## config.mk

```make
export PLATFORM = sky130hd
export DESIGN_NAME = ram8_flat
export DESIGN_NICKNAME = d
export VERILOG_FILES = /design/src/rtl/ram8_if.sv /design/src/rtl/ram8.sv /design/src/flat_wrapper.sv
export SDC_FILE = /design/constraint.sdc
export NUM_CORES = 1
export LEC_CHECK = 0
export CAP_MARGIN = 0
export CORE_ASPECT_RATIO = 1.25
export CORE_MARGIN = 4
export CORE_UTILIZATION = 60
export CTS_CLUSTER_SIZE = 16
export DETAILED_ROUTE_END_ITERATION = 10
export PLACE_DENSITY = 0.85
export RECOVER_POWER = 100
export SLEW_MARGIN = 20
export SYNTH_ARGS = -nofsm -noshare
export SYNTH_HDL_FRONTEND = slang
export SYNTH_SLANG_ARGS = --single-unit
```

## constraint.sdc

```tcl
create_clock -name clk -period 7.9 [get_ports clk]
set_input_delay 2.37 -clock clk [delete_from_list [all_inputs] [get_ports clk]]
set_output_delay 2.37 -clock clk [all_outputs]
set_load 0.01 [all_outputs]
```

## src/rtl/ram8_if.sv

```systemverilog
// ram8_if -- bus bundle for the eight-register dual-read RAM.
//   inData   : write data (WIDTH bits)
//   load     : write enable
//   address  : write address, also the port A read address
//   addressB : port B read address
//   out      : port A read data
//   outB     : port B read data
//   written  : bit i set once register i has been written since reset
// The master modport belongs to whoever drives writes and read addresses;
// the slave modport is the RAM itself.
interface ram8_if #(
    parameter int WIDTH = 16
);
    logic [WIDTH-1:0] inData;
    logic             load;
    logic [2:0]       address;
    logic [2:0]       addressB;
    logic [WIDTH-1:0] out;
    logic [WIDTH-1:0] outB;
    logic [7:0]       written;

    modport master (
        output inData, load, address, addressB,
        input  out, outB, written
    );

    modport slave (
        input  inData, load, address, addressB,
        output out, outB, written
    );
endinterface

```

## src/rtl/ram8.sv

```systemverilog
// ram8 -- eight WIDTH-bit registers with one write port and two
// combinational read ports, plus a per-register "written since reset" flag.
//   clk   : single clock, all state changes on its rising edge
//   reset : synchronous active-high clear of all registers and flags;
//           takes priority over a simultaneous write
//   bus   : ram8_if slave modport (write data/enable/address, two read
//           addresses, two read data outputs, written flag vector)
// Reads are not bypassed: during a write cycle both ports still show the
// old contents and the new value appears just after the clock edge.
module ram8 #(
    parameter int WIDTH = 16
) (
    input  logic   clk,
    input  logic   reset,
    ram8_if.slave  bus
);

    logic [WIDTH-1:0] r_reg [8];
    logic [7:0]       wr_sel;
    logic [7:0]       written_reg;

    // Write decode: one-hot demux of load across the eight registers.
    generate
        for (genvar gi = 0; gi < 8; gi++) begin : g_wr
            assign wr_sel[gi] = bus.load & (bus.address == 3'(gi));

            always_ff @(posedge clk) begin
                if (reset) begin
                    r_reg[gi] <= '0;
                end else if (wr_sel[gi]) begin
                    r_reg[gi] <= bus.inData;
                end
            end
        end
    endgenerate

    // Flags only ever set between resets; wr_sel is already one-hot.
    always_ff @(posedge clk) begin
        if (reset) begin
            written_reg <= 8'h00;
        end else begin
            written_reg <= written_reg | wr_sel;
        end
    end

    // Read decode: a three-level tree of 2:1 muxes per read port.
    // Index 0 is port A (address), index 1 is port B (addressB).
    logic [2:0]       rd_addr [2];
    logic [WIDTH-1:0] lvl1    [2][4];
    logic [WIDTH-1:0] lvl2    [2][2];
    logic [WIDTH-1:0] rd_data [2];

    assign rd_addr[0] = bus.address;
    assign rd_addr[1] = bus.addressB;

    generate
        for (genvar pi = 0; pi < 2; pi++) begin : g_rd
            for (genvar gi = 0; gi < 4; gi++) begin : g_l1
                assign lvl1[pi][gi] = rd_addr[pi][0] ? r_reg[2*gi+1] : r_reg[2*gi];
            end
            for (genvar gi = 0; gi < 2; gi++) begin : g_l2
                assign lvl2[pi][gi] = rd_addr[pi][1] ? lvl1[pi][2*gi+1] : lvl1[pi][2*gi];
            end
            assign rd_data[pi] = rd_addr[pi][2] ? lvl2[pi][1] : lvl2[pi][0];
        end
    endgenerate

    assign bus.out     = rd_data[0];
    assign bus.outB    = rd_data[1];
    assign bus.written = written_reg;

endmodule
```

## src/flat_wrapper.sv

```systemverilog
// flat-port wrapper written by rule: the top's interface ports become plain ports
module ram8_flat 
#(
    parameter int WIDTH = 16
)
  (clk, reset, bus_inData, bus_load, bus_address, bus_addressB, bus_out, bus_outB, bus_written);
  ram8_if #(.WIDTH(WIDTH)) bus_i ();
  input  logic clk;
  input  logic reset;
  input wire logic [$bits(bus_i.inData)-1:0] bus_inData;
  input wire logic [$bits(bus_i.load)-1:0] bus_load;
  input wire logic [$bits(bus_i.address)-1:0] bus_address;
  input wire logic [$bits(bus_i.addressB)-1:0] bus_addressB;
  output wire logic [$bits(bus_i.out)-1:0] bus_out;
  output wire logic [$bits(bus_i.outB)-1:0] bus_outB;
  output wire logic [$bits(bus_i.written)-1:0] bus_written;
  assign bus_i.inData = bus_inData;
  assign bus_i.load = bus_load;
  assign bus_i.address = bus_address;
  assign bus_i.addressB = bus_addressB;
  assign bus_out = bus_i.out;
  assign bus_outB = bus_i.outB;
  assign bus_written = bus_i.written;
  ram8 #(.WIDTH(WIDTH)) u_core (.clk(clk), .reset(reset), .bus(bus_i));
endmodule
```

---- Word level (Yosys, flattened, before mapping) ----
Memory sizes are Yosys's and may differ from the RTL's.
Index checks and enable logic that the tools add are counted.
storage, ports and cells
  output and inout bits ................... 40
  bits in writable memories ............... 128
  memories kept ........................... 1
  register bits after elaboration ......... 8
  bits of input ports ..................... 25
  word-level logic and storage cells ...... 75
cells by class
  bitwise logic cells ..................... 17
  muxes and demuxes ....................... 48
  eq/ne operators ......................... 7
  reductions and logical operators ........ 1
memory list
  memory        depth  width  rd ports  clocked after memory_dff  wr ports  line        RTL
  u_core.r_reg  8      16     8         0                         8         ram8.sv:18  logic [WIDTH-1:0] r_reg [8];
operator list
  kind                                           count
  2-to-1 mux 16 bit                              22
  2-to-1 mux 1 bit                               26
  == test 3 bit, second input constant           4
  AND 1 bit                                      8
  bitwise OR 1 bit                               8
  bitwise OR 8 bit                               1
  == test 3 x 2 -> 1 bit, second input constant  2
  == test 3 x 1 -> 1 bit, second input constant  1
  logical NOT 3 bit                              1

---- Depth between registers and ports, before layout ----
Gate-level depths: netlist of the first run.
  depth after elaboration ................. 6
  gate-level depth with buffers ........... 6
  gate-level depth less buffers ........... 4

---- Worst setup path before layout of the first run ----
No wires, ideal clock.
  path type ............................... input-to-output
  start point ............................. input port bus_addressB[0]
  end point ............................... output port bus_outB[7]
  cell stages on the path ................. 4
  buffers on the path ..................... 2
  slack ................................... 2059 ps
  required time ........................... 5530 ps
  arrival ................................. 3471 ps
  cell sequence ........................... buf_6 -> buf_6 -> mux4_1 -> mux2_2
between the ends
  longest elaborated chain between the ends .. 3
RTL lines
  what                 line                RTL
  start: declaration   flat_wrapper.sv:13  input wire logic [$bits(bus_i.addressB)-1:0] bus_addressB;
  2-to-1 mux 16 bit    ram8.sv:59          assign lvl1[pi][gi] = rd_addr[pi][0] ? r_reg[2*gi+1] : r_reg[2*gi];
  2-to-1 mux 16 bit    ram8.sv:62          assign lvl2[pi][gi] = rd_addr[pi][1] ? lvl1[pi][2*gi+1] : lvl1[pi][2*gi];
  2-to-1 mux 16 bit *  ram8.sv:64          assign rd_data[pi] = rd_addr[pi][2] ? lvl2[pi][1] : lvl2[pi][0];
  end: declaration     flat_wrapper.sv:15  output wire logic [$bits(bus_i.outB)-1:0] bus_outB;
Every way passes the cells marked *; elsewhere a longest branch is shown, timed or not.

---- Final worst setup path of the first run ----
  start point ............................. input port bus_addressB[2]
  end point ............................... output port bus_outB[10]
between the ends
  longest elaborated chain between the ends .. 1
RTL lines
  what               line
  2-to-1 mux 16 bit  ram8.sv:64
Every way passes these cells.

==> results of run 1 <==
[cells in the mapped netlist (all sizes together)]
library cell / count
a2111oi: 1
a211o: 1
a211oi: 1
a21o: 8
a21oi: 2
and2: 128
buf: 17
clkbuf: 13
clkinv: 1
dfxtp: 8
edfxtp: 128
mux2: 32
mux2i: 2
mux4: 60
nand2: 4
nand2b: 3
nand3: 2
nor2: 7
nor2b: 3
nor3: 3
o21ai: 6
o221a: 1
o22a: 1
o22ai: 1
o31ai: 2
[cells by family after synthesis]
group | count (synthesis) | synth area share
AO/OA/AOI/OAI | 24 | 0.0238
multiplexers | 94 | 0.248
buffers and inverters | 31 | 0.0263
flip-flops | 136 | 0.572
AND/OR/NAND/NOR | 150 | 0.131
[routing by layer]
layer	GRT usage	routed length [microns]	vias to the layer above
met5	0	0	-
met1	0.321	6210	2129
met2	0.459	8660	274
met3	0.0657	1510	44
li1	-	-	1832
met4	0.124	535	0
[worst paths after layout]
kind         slack [ns]                  start                     to  depth (start not counted)
max                0.62        bus_addressB[2]           bus_outB[10]                          5
min                0.45  u_core.bus.written[4]  u_core.bus.written[4]                          1
max reg2reg        7.31  u_core.bus.written[7]  u_core.bus.written[7]                          1
min reg2reg        0.45  u_core.bus.written[4]  u_core.bus.written[4]                          1
[layout make-up]
| class | count | area share |
|---|---|---|
| Clock buffer | 20 | 0.0525 |
| Clock inverter | 11 | 0.0158 |
| Inverter | 1 | 0.000452 |
| Multi-Input combinational cell | 268 | 0.338 |
| Sequential cell | 136 | 0.482 |
| Tap cell | 135 | 0.0203 |
| Timing Repair Buffer | 87 | 0.0914 |
[where the power goes]
group	total, mW	internal (mW)	switching, mW	leakage, nW
Combinational	0.236	0.127	0.109	1.32
Sequential	0.861	0.837	0.0239	1.30
Clock	0.765	0.489	0.277	0.274
Total	1.86	1.45	0.409	2.90
[worst max-delay path: stages]
cell             delay, ns
clkdlybuf4s50_1       0.45
clkbuf_2              0.73
mux4_2                0.42
mux2_2                0.30
dlygate4sd3_1         0.62
[stage by stage]
stage / hold WS, ns / utilization / instance area, sq um
6_report: 0.452 / 0.739 / 8310
5_1_grt: 0.481 / 0.739 / 8310
4_1_cts: 0.460 / 0.746 / 8390
3_5_place_dp: 0.443 / 0.696 / 7820
3_3_place_gp: 0.438 / 0.696 / 7820
2_1_floorplan: 0.497 / - / 7000
==> summary.md, run 1 <==
| Metric | Value |
|---|---|
| Min cycle time layout | `7.28 ns` |
| Final cell count without fillers | `658` |
| Initial DRC Count | `361` |
| Hold Buf Count CTS | `0` |
| Setup repair after global routing missed its margin | `false` |
| Total number of placement rows | `43` |
| GRT Util Overall | `0.267` |
| Nets@finish | `536` |
| Top-level port count | `65` |
| Highest fanout seen on the critical path | `32` |
| Congestion Overflow GR | `0` |
| Crit path arrival time | `4.91 ns` |
| Area taken by multi-input logic gates | `2810 sq um` |
| Routed WL per cell | `25.7 microns` |
| H-Tree Depth | `4` |
| Initial Util | `0.623` |
| Endpoint type of the worst setup path | `output port` |
| Slew Limit Fails | `36` |
| Total setup buffers inserted after CTS | `0` |
| Portion of the post-synthesis area used by sequential elements | `0.572` |
| Mean instance size in the synthesized netlist | `16.1 sq um` |
| Drt via density | `6.50` |
| Setup TNS | `0 ns` |
| Cell Area, Synth | `7000 sq um` |
| Total core area | `11200 sq um` |
| Final count of negative-setup-slack endpoints | `0` |
| Register area | `4000 sq um` |
| Syn-to-layout area delta | `18.6%` |
| Synth Net Count | `460` |
| Worst clock skew | `0 ns` |
| Worst-Skew Late Latency | `0.41 ns` |
| TritonCTS buffer count | `17` |
| Area share of the leading cell type in the synthesized netlist | `0.549` |
| Cell count after placement | `627` |
| Wire length of the first global-routing pass | `26300 microns` |
| Startpoint kind of the worst setup timing path | `input pin` |
| Worst-Margin Slew | `1.72 ns` |
| Post-route ant nets | `0` |
| Total iterations of the first detailed-routing run | `5` |
| Gate count after technology mapping | `435` |
| Pre-CTS setup slack | `0.843 ns` |
| Distinct cells, synth | `31` |
| Static leakage power | `2.90 nW` |
| Largest net degree at the start of global routing | `40` |
| Highest clock rate | `137 MHz` |
| Flip-flop count of the largest register, all copies and words added | `128` |
| Filler Cell Count | `675` |
| Share of final-layout standard cells stronger than drive strength 1 | `0.241` |
| PwrDens | `224 nW/um^2` |
| Final hold violation count | `0` |
| Final worst-path cycle share | `0.922` |
| Minimum setup slack in the final design | `0.620 ns` |
| Crit Path Class | `in -> out` |
| Clock tree from TritonCTS | `built` |
| Vias in the first global route | `4636` |
| Data required time of the worst path | `5.53 ns` |
| Clock root buffer | `clkbuf_16` |
| Worst vdd rail ir drop | `0.168 mV` |
| Antenna violations before repair | `0` |
| Clk pin slew, worst setup/hold paths | `0.06 ns` |
| Number of synthesis warnings | `0` |
| Count of clock tree sinks | `136` |
| Overall power after layout | `1.86 mW` |
| Type of the worst min-delay path | `reg -> reg` |
| Max Cap Violations | `3` |
| Drt drc | `0` |
| DP Wirelength | `10500 microns` |
| Routed wire length | `16900 microns` |
| Max clock buf depth | `2` |
| Port Buf Inserts | `64` |
| Top cells by area in the synthesized netlist | `edfxtp_1 (55%), mux4_2 (19%), and2_1 (11%), mux2_2 (5.1%), dfxtp_1 (2.3%)` |
| CTS resizes | `0` |
| Failing checks | `capacitance limit, slew limit` |
| Width of the chip | `105 microns` |
| Total Die Area | `13500 sq um` |
| Antenna diode count | `0` |
| Worst-case headroom to the max-slew limit | `-0.160` |
| Global placer's final weighted congestion | `0.835` |
| Vias after detailed routing | `4279` |
| Status | `complete, but fails checks` |
| Highest-count cells in the layout ignoring fill and taps | `edfxtp_1 (128), and2_0 (90), mux4_2 (59)` |
| Register bit total from synthesis | `136` |
| DIE HEIGHT | `129 microns` |
| Library cell with the largest summed area after synthesis | `edfxtp_1` |
| Commonest non-fill, non-tap cell in the layout | `edfxtp_1` |
Power figures use the tool's default switching activity.
==> inputs of run 2 (changes only) <==
--- a/config.mk
+++ b/config.mk
@@ -11,7 +11,7 @@
 export CORE_UTILIZATION = 60
 export CTS_CLUSTER_SIZE = 16
 export DETAILED_ROUTE_END_ITERATION = 10
-export PLACE_DENSITY = 0.85
+export PLACE_DENSITY_LB_ADDON = 0.05
 export RECOVER_POWER = 100
 export SLEW_MARGIN = 20
 export SYNTH_ARGS = -nofsm -noshare
==> summary.md, run 2 (same netlist as run 1, synthesis figures left out) <==
| Metric | Value |
|---|---|
| Largest net degree at the start of global routing | `33 (-18%)` |
| Final worst-path cycle share | `0.923 (+0.00124)` |
| Clock root buffer | `clkbuf_16` |
| CTS resizes | `0 (unchanged)` |
| Data required time of the worst path | `5.53 ns (about the same)` |
| Highest fanout seen on the critical path | `32 (unchanged)` |
| Wire length of the first global-routing pass | `25800 microns (-1.8%)` |
| Worst clock skew | `0 ns (unchanged)` |
| Antenna diode count | `0 (unchanged)` |
| Flip-flop count of the largest register, all copies and words added | `128 (unchanged)` |
| Clk pin slew, worst setup/hold paths | `0.06 ns (about the same)` |
| GRT Util Overall | `0.265 (-0.00208)` |
| Status | `complete, but fails checks` |
| Routed WL per cell | `25.5 microns (-0.71%)` |
| Max clock buf depth | `2 (unchanged)` |
| Proportion of power drawn by combinational gates | `0.126 (about the same)` |
| Cell count after placement | `627 (unchanged)` |
| Worst-case headroom to the max-slew limit | `-0.182 (-0.0213)` |
| Cell-by-cell trace of the critical path | `clkdlybuf4s50_1, clkbuf_2, mux4_2, mux2_2, dlygate4sd3_1` |
| Overall power after layout | `1.87 mW (+0.44%)` |
| H-Tree Depth | `4 (unchanged)` |
| Vias after detailed routing | `4197 (-1.9%)` |
| Static leakage power | `2.93 nW (+1.3%)` |
| Final cell count without fillers | `659 (+0.15%)` |
| Total Die Area | `13500 sq um (unchanged)` |
| Setup repair after global routing missed its margin | `false` |
| Bufs and invs on worst path | `3 (unchanged)` |
| DP Wirelength | `10700 microns (+1.8%)` |
| Startpoint kind of the worst setup timing path | `input pin` |
| Filler Cell Count | `705 (+4.4%)` |
| Antenna violations before repair | `0 (unchanged)` |
| Initial DRC Count | `368 (+1.9%)` |
| Clock group share of total power | `0.414 (+0.003)` |
| Total number of placement rows | `43 (unchanged)` |
| Worst-Margin Slew | `1.75 ns (+0.0316 ns)` |
| Min cycle time layout | `7.29 ns (+0.00977 ns)` |
| Highest clock rate | `137 MHz (-0.13%)` |
| Worst-Skew Late Latency | `0.42 ns (about the same)` |
| Type of the worst min-delay path | `reg -> reg` |
| DIE HEIGHT | `129 microns (unchanged)` |
| TritonCTS buffer count | `17 (unchanged)` |
| PwrDens | `224 nW/um^2 (about the same)` |
| Crit path arrival time | `4.92 ns (about the same)` |
| Max Cap Violations | `2 (-1)` |
| Vias in the first global route | `4543 (-2.0%)` |
| Total setup buffers inserted after CTS | `0 (unchanged)` |
| Worst vdd rail ir drop | `0.180 mV (+6.8%)` |
| Endpoint type of the worst setup path | `output port` |
| Commonest non-fill, non-tap cell in the layout | `edfxtp_1` |
| Nets@finish | `536 (unchanged)` |
| Drt via density | `6.37 (-2.1%)` |
| Switching part of the total | `0.234 (+0.0139)` |
| Highest cell delay on the worst timing path | `0.74 ns (about the same)` |
| Hold Buf Count CTS | `0 (unchanged)` |
| Highest-count cells in the layout ignoring fill and taps | `edfxtp_1 (128), and2_0 (67), and2_1 (61)` |
| Total core area | `11200 sq um (unchanged)` |
| Share of final-layout standard cells stronger than drive strength 1 | `0.254 (+0.0129)` |
| Register share of total power | `0.460 (-0.002)` |
| Routed wire length | `16800 microns (-0.56%)` |
| Final hold violation count | `0 (unchanged)` |
| CP max stage cell | `clkbuf_2` |
| Power dissipated by switching net loads | `437 uW (+6.8%)` |
| Drt drc | `0 (unchanged)` |
| Critical Path Stages | `5 (unchanged)` |
| Global placer's final weighted congestion | `0.783 (-6.2%)` |
| Total iterations of the first detailed-routing run | `5 (unchanged)` |
| Clock tree from TritonCTS | `built` |
| Width of the chip | `105 microns (unchanged)` |
| Depth of the most critical reg-to-reg path | `1 (unchanged)` |
| Crit Path Class | `in -> out` |
| Worst hold stages | `1 (unchanged)` |
| Port Buf Inserts | `64 (unchanged)` |
| Slew Limit Fails | `18 (-50%)` |
| Cell class contributing the biggest share of worst-path delay | `buffers and inverters` |
| Post-route ant nets | `0 (unchanged)` |
| Top-level port count | `65 (unchanged)` |
| Count of clock tree sinks | `136 (unchanged)` |
| Internal power contribution | `1.43 mW (-1.3%)` |
| Congestion Overflow GR | `0 (unchanged)` |
| Setup TNS | `0 ns (unchanged)` |
| Failing checks | `capacitance limit, slew limit` |
| Syn-to-layout area delta | `19.1%` |
| Final count of negative-setup-slack endpoints | `0 (unchanged)` |
| Initial Util | `0.623 (unchanged)` |
-- run 2: path summary, 6_finish.rpt --
path	start	end	slack, ns
max	bus_addressB[2]	bus_outB[10]	0.61
max reg2reg	u_core.bus.written[6]	u_core.bus.written[6]	7.32
min reg2reg	u_core.bus.written[1]	u_core.bus.written[1]	0.44
min	u_core.bus.written[1]	u_core.bus.written[1]	0.44
-- run 2: per-stage QoR --
step	util	area (sq um)	hold WS (ns)	worst slack (ns)
finish	0.742	8340	0.445	0.610
global route	0.742	8340	0.470	0.525
CTS	0.749	8430	0.452	0.851
detailed placement	0.696	7830	0.438	0.865
global placement	0.696	7830	0.432	0.886
floorplan	-	7000	0.497	2.06
-- run 2: area by class of cell --
class	count	area [sq um]	area share
clock buffer	21	514	0.0616
clock inverter	11	81.3	0.00975
inverter	1	3.75	0.000450
multi-input combinational	268	2810	0.336
sequential	136	4000	0.480
tap	135	169	0.0202
timing repair buffer	87	766	0.0918
-- run 2: routing by layer --
| metal | global-route usage | wire length [microns] | part of all wire | up-vias |
|---|---|---|---|---|
| li1 | - | - | - | 1836 |
| met1 | 0.320 | 6090 | 0.36 | 2124 |
| met2 | 0.467 | 9020 | 0.54 | 207 |
| met3 | 0.0743 | 1340 | 0.080 | 30 |
| met4 | 0.0826 | 367 | 0.022 | 0 |
| met5 | 0 | 0 | 0 | - |
-- run 2: power groups by stage --
stage	Sequential, mW	Clock, mW	Combinational [mW]
after global placement	0.868	0	0.246
after detailed placement	0.873	0	0.250
after floorplan	0.865	0	0.144
after global routing	0.865	0.816	0.251
final	0.860	0.774	0.236
after CTS	0.859	0.776	0.252
==> inputs of run 3 (changes only) <==
--- a/config.mk
+++ b/config.mk
@@ -8,9 +8,10 @@
 export CAP_MARGIN = 0
 export CORE_ASPECT_RATIO = 1.25
 export CORE_MARGIN = 4
-export CORE_UTILIZATION = 60
+export CORE_UTILIZATION = 58
 export CTS_CLUSTER_SIZE = 16
 export DETAILED_ROUTE_END_ITERATION = 10
+export HOLD_SLACK_MARGIN = 0.06
 export PLACE_DENSITY_LB_ADDON = 0.05
 export RECOVER_POWER = 100
 export SLEW_MARGIN = 20
==> constraint.sdc (replaced) <==
create_clock -name clk -period 7.6 [get_ports clk]
set_input_delay 2.28 -clock clk [delete_from_list [all_inputs] [get_ports clk]]
set_output_delay 2.28 -clock clk [all_outputs]
set_load 0.01 [all_outputs]
==> summary.md, run 3 (same netlist as run 1, synthesis figures left out) <==
| Metric | Value |
|---|---|
| Status | `complete, but fails checks` |
| Failing checks | `capacitance limit, slew limit` |
| Startpoint kind of the worst setup timing path | `input pin` |
| Total Die Area | `13900 sq um (+3.2%)` |
| Clk pin slew, worst setup/hold paths | `0.06 ns (about the same)` |
| CP max stage cell | `clkbuf_2` |
| Routed wire length | `17100 microns (+1.6%)` |
| Post-Place Cell Area | `7860 sq um (+0.38%)` |
| Initial DRC Count | `398 (+8.2%)` |
| Antenna violations before repair | `0 (unchanged)` |
| Flip-flop count of the largest register, all copies and words added | `128 (unchanged)` |
| Max Cap Violations | `4 (+2)` |
| TritonCTS buffer count | `17 (unchanged)` |
| Crit path arrival time | `4.84 ns (-0.08 ns)` |
| Nets@finish | `535 (-0.19%)` |
| Vias after detailed routing | `4265 (+1.6%)` |
| Setup repair after global routing missed its margin | `false` |
| Largest net degree at the start of global routing | `33 (unchanged)` |
| Worst-case headroom to the max-slew limit | `-0.0723 (+0.109)` |
| Congestion Overflow GR | `0 (unchanged)` |
| Antenna diode count | `0 (unchanged)` |
| Clock root buffer | `clkbuf_16` |
| Post-route ant nets | `0 (unchanged)` |
| Max clock buf depth | `2 (unchanged)` |
| Cell class contributing the biggest share of worst-path delay | `buffers and inverters` |
| Highest clock rate | `140 MHz` |
| Share of final-layout standard cells stronger than drive strength 1 | `0.252 (-0.00143)` |
| Bufs and invs on worst path | `3 (unchanged)` |
| Type of the worst min-delay path | `reg -> reg` |
| Slew Limit Fails | `53 (+35)` |
| Total core area | `11700 sq um (+4.3%)` |
| Final count of negative-setup-slack endpoints | `0 (unchanged)` |
| Setup TNS | `0 ns (unchanged)` |
| GRT Util Overall | `0.263 (-0.00143)` |
| Total number of placement rows | `44 (+2.3%)` |
| Hold Buf Count CTS | `0 (unchanged)` |
| Data required time of the worst path | `5.32 ns (-0.21 ns)` |
| Cell-by-cell trace of the critical path | `clkdlybuf4s50_1, clkbuf_2, mux4_2, mux2_2, dlygate4sd3_1` |
| Clock tree from TritonCTS | `built` |
| Global placer's final weighted congestion | `0.855 (+9.2%)` |
| Routed WL per cell | `25.0 microns (-2.2%)` |
| H-Tree Depth | `4 (unchanged)` |
| Core occupancy in the finished layout | `0.719 (-0.0232)` |
| Final worst-path cycle share | `0.937` |
| Crit Path Class | `in -> out` |
| Top-level port count | `65 (unchanged)` |
| Count of clock tree sinks | `136 (unchanged)` |
| Highest cell delay on the worst timing path | `0.76 ns (+0.02 ns)` |
| Area of all placed cells without fillers | `8430 sq um (+1.0%)` |
| Worst clock skew | `0 ns (unchanged)` |
| Highest-count cells in the layout ignoring fill and taps | `edfxtp_1 (128), and2_0 (72), mux4_2 (59)` |
| Width of the chip | `106 microns (+1.6%)` |
| Filler Cell Count | `790 (+12%)` |
| Port Buf Inserts | `64 (unchanged)` |
| Highest fanout seen on the critical path | `32 (unchanged)` |
| Final hold violation count | `0 (unchanged)` |
| Worst-Skew Late Latency | `0.41 ns (about the same)` |
| Worst-Margin Slew | `1.59 ns (-0.162 ns)` |
| Total iterations of the first detailed-routing run | `6 (+1)` |
| Wire length of the first global-routing pass | `26400 microns (+2.4%)` |
| PwrDens | `238 nW/um^2 (+6.1%)` |
| DIE HEIGHT | `131 microns (+1.6%)` |
| Total setup buffers inserted after CTS | `0 (unchanged)` |
| Drt via density | `6.24 (-2.1%)` |
| Syn-to-layout area delta | `20.3%` |
| Vias in the first global route | `4568 (+0.55%)` |
| Commonest non-fill, non-tap cell in the layout | `edfxtp_1` |
| Worst vdd rail ir drop | `0.247 mV (+37%)` |
| DP Wirelength | `10700 microns (+0.34%)` |
| Overall power after layout | `2.01 mW (+7.2%)` |
| Drt drc | `0 (unchanged)` |
| Initial Util | `0.597 (-0.0256)` |
| Static leakage power | `2.96 nW (+0.75%)` |
| Endpoint type of the worst setup path | `output port` |
| Min cycle time layout | `7.12 ns` |
| CTS resizes | `0 (unchanged)` |
==> run 3: changes by cell type in the layout (fill, tap and decap cells not counted), sizes merged <==
cell	before	now
buf	7	8
clkbuf	39	43
clkdlybuf4s50	23	24
clkinv	5	3
clkinvlp	3	2
dlygate4sd3	39	38
inv	4	1
==> run 3: per-stage QoR <==
step	instances	setup slack (ns)	hold WS [ns]
floorplan	435	1.94	0.497
global placement	652	0.811	0.437
detailed placement	652	0.816	0.443
CTS	684	0.779	0.460
global route	684	0.459	0.476
finish	684	0.481	0.451
==> run 3: area by class of cell <==
type | count | area, sq um | area share
clock buffer | 27 | 611 | 0.0724
clock inverter | 5 | 37.5 | 0.00445
multi-input combinational | 268 | 2810 | 0.333
tap | 161 | 201 | 0.0239
sequential | 136 | 4000 | 0.475
inverter | 1 | 3.75 | 0.000445
timing repair buffer | 86 | 766 | 0.0908
==> run 3: routing by layer <==
layer,share of wire,up-vias,track usage
li1,-,1838,-
met2,0.53,211,0.457
met5,0,-,0
met3,0.079,32,0.0398
met1,0.37,2184,0.343
met4,0.019,0,0.0915
==> run 3: where the power goes <==
group	internal, mW	switching (mW)
clock network	0.554	0.311
registers	0.870	0.0236
logic	0.133	0.113
total	1.56	0.448
==> run 3: path summary, 6_finish.rpt <==
kind              slack (ns)  cells past startpoint                   from               endpoint
setup / recovery        0.48                      5        bus_addressB[2]            bus_outB[6]
hold / removal          0.45                      1  u_core.bus.written[4]  u_core.bus.written[4]
setup reg to reg        7.01                      1  u_core.bus.written[2]  u_core.bus.written[2]
hold reg to reg         0.45                      1  u_core.bus.written[4]  u_core.bus.written[4]
==> patch, RTL diff (flow settings as in run 3) <==
`WIDTH` is set to 16 in 3 places; all go to 18.
--- a/src/rtl/ram8_if.sv
+++ b/src/rtl/ram8_if.sv
@@ -9,7 +9,7 @@
 // The master modport belongs to whoever drives writes and read addresses;
 // the slave modport is the RAM itself.
 interface ram8_if #(
-    parameter int WIDTH = 16
+    parameter int WIDTH = 18
 );
     logic [WIDTH-1:0] inData;
     logic             load;
--- a/src/rtl/ram8.sv
+++ b/src/rtl/ram8.sv
@@ -8,7 +8,7 @@
 // Reads are not bypassed: during a write cycle both ports still show the
 // old contents and the new value appears just after the clock edge.
 module ram8 #(
-    parameter int WIDTH = 16
+    parameter int WIDTH = 18
 ) (
     input  logic   clk,
     input  logic   reset,
--- a/src/flat_wrapper.sv
+++ b/src/flat_wrapper.sv
@@ -1,7 +1,7 @@
 // flat-port wrapper written by rule: the top's interface ports become plain ports
 module ram8_flat 
 #(
-    parameter int WIDTH = 16
+    parameter int WIDTH = 18
 )
   (clk, reset, bus_inData, bus_load, bus_address, bus_addressB, bus_out, bus_outB, bus_written);
   ram8_if #(.WIDTH(WIDTH)) bus_i ();
Interface: changed (resized bus_inData, bus_out and bus_outB); port bits go from 65 to 71. No check against the original RTL was run, so the function may have changed too.
==> patch against run 3 <==
The run still ends with capacitance limit, slew limit left. Routed wire length up 16%. Total power up 4.9%. Die area up 13%. Area after synthesis up 14%. Setup slack better by 0.0032 ns. Design area up 11%. Sequential cell count up 16. Core utilization down 2.0 points. Register-to-register slack better by 0.02 ns. Highest routed layer unchanged.
==> patch: results (changes against run 3) <==
Worst setup path
  – Worst reg2reg endpoint: u_core.bus.written[7]
  – Crit Reg-Reg Startpoint: u_core.bus.written[7]
  – Cell count of the worst reg-to-reg path: 1 (unchanged)
  – Crit Path Max Fanout: 36 (+13%)
  – Worst-case register-to-register setup slack: 7.03 ns (+0.02 ns)

Timing
  – Worst hold slack: 0.444 ns (-0.00639 ns)
  – Total count of max-transition violations in the final report: 191 (+260%)
  – Slew headroom: -94.6% (-87 points)

GRT
  – Antenna violations before repair: 0 (unchanged)
  – Total routing usage reported by global routing: 26.0% (-0.29 points)
  – Largest net degree at the start of global routing: 37 (+12%)
  – GR Util met1: 34.3% (about the same)
  – Number of global-route vias before repair: 5101 (+12%)
  – Met3 usage in global routing: 4.95% (+0.97 points)
  – Global-route track usage on met2: 44.2% (-1.5 points)
  – Global-route wire length before repair: 30000 um (+14%)

Drt
  – M1 wire length: 7680 um (+21%)
  – Via count: 4883 (+14%)
  – Initial DRC Count: 375 (-5.8%)
  – Pre-antenna DRT Iters: 5 (-1)
  – Amount of wire on met3 after detailed routing: 1540 um (+14%)
  – Post-DR wirelength/cell: 26.1 um (+4.3%)
  – Wire length on met2: 10300 um (+14%)

Layout
  – Largest register FFs: 144 (+13%)
  – Fin nets: 604 (+13%)
  – Ratio of cells with drive above 1 in the final layout: 17.3% (-8.0 points)
  – Non-filler cells in the finished layout: 761 (+11%)
  – Number of filler cells placed in the layout: 931 (+18%)

Clock tree
  – Insertion delay to the later sink of the worst-skew pair: between 0.4 and 0.5 ns
  – Number of CTS-inserted buffers: 17 (unchanged)

Power and ir drop
  – Worst voltage drop across the vdd grid: 152 uV (-38%)
  – Leak pwr: 3.36 nW (+14%)
  – Internal power of the cells: 1.64 mW (+5.2%)

Synthesis
  – Register area share after synthesis: 56.0% (-1.1 points)
  – Cell types with the highest counts after synthesis: sky130_fd_sc_hd__and2_1, sky130_fd_sc_hd__edfxtp_1, sky130_fd_sc_hd__mux2_2, sky130_fd_sc_hd__mux4_1, sky130_fd_sc_hd__mux4_2
  – Top cells by area in the synthesized netlist: sky130_fd_sc_hd__edfxtp_1, sky130_fd_sc_hd__mux4_1, sky130_fd_sc_hd__and2_1
  – Share of async-settable or async-resettable flops after synthesis: 0% (unchanged)
  – Number of enable-type register cells in the synthesized netlist: 144 (+13%)
  – Synthesized area per cell: 16.0 um2 (-0.77%)
  – Post-synthesis cell type count: 35 (+13%)
  – Net count after synthesis: 528 (+15%)

Status
  – Outcome: finished, violations left
  – Failing checks: capacitance limit, slew limit

Placement
  – Routability congestion estimate from global placement: 0.811 (-5.1%)
  – Post-Place Cells: 729 (+12%)
  – Placement-stage cell area: 0.00891 mm2 (+13%)
  – Port Buffers: 70 (+9.4%)
  – HPWL after DPL: 12000 um (+12%)
  – Worst slack after detailed placement: 0.889 ns (+0.0732 ns)

Job
  – Maximum capacitance violations: 12 (+8)
-- patch: cell families after synthesis --
family	Yosys count	synth area share, %
compound gates	38	3.16
buf+inv	33	2.38
flops	152	56.0
mux	107	24.8
simple gates	171	13.7
-- patch: final cells by class --
| cell class | count | area [um2] | share of cell area, % |
|---|---|---|---|
| Clock inverter | 3 | 22.5 | 0.240 |
| Timing Repair Buffer | 88 | 777 | 8.29 |
| Clock buffer | 29 | 586 | 6.25 |
| Inverter | 2 | 7.51 | 0.0801 |
| Multi-Input combinational cell | 316 | 3280 | 35.0 |
| Sequential cell | 152 | 4480 | 47.9 |
| Tap cell | 171 | 214 | 2.28 |
-- patch: worst max path at each step --
stage | start | to | slack [ns] | depth (start not counted)
after floorplan | bus_addressB[0] | bus_outB[0] | 1.94 | 4
after CTS | bus_addressB[0] | bus_outB[9] | 0.88 | 5
after global routing | bus_addressB[2] | bus_outB[9] | 0.40 | 5
final | bus_addressB[2] | bus_outB[9] | 0.48 | 5
after global placement | bus_addressB[0] | bus_outB[16] | 0.93 | 5
after detailed placement | bus_addressB[0] | bus_outB[9] | 0.89 | 5
-- patch: power by group through the flow --
stage,registers [mW],logic (mW),clock network (mW)
6_report,1.00,0.271,0.833
5_1_grt,1.01,0.288,0.876
4_1_cts,0.998,0.291,0.837
3_5_place_dp,1.01,0.290,0
2_1_floorplan,1.00,0.164,0
3_3_place_gp,1.01,0.285,0
-- patch: critical path: cells and delay by family --
family / cells / cell delay [ns]
buffers and inverters: 3 / 1.83
muxes: 2 / 0.71
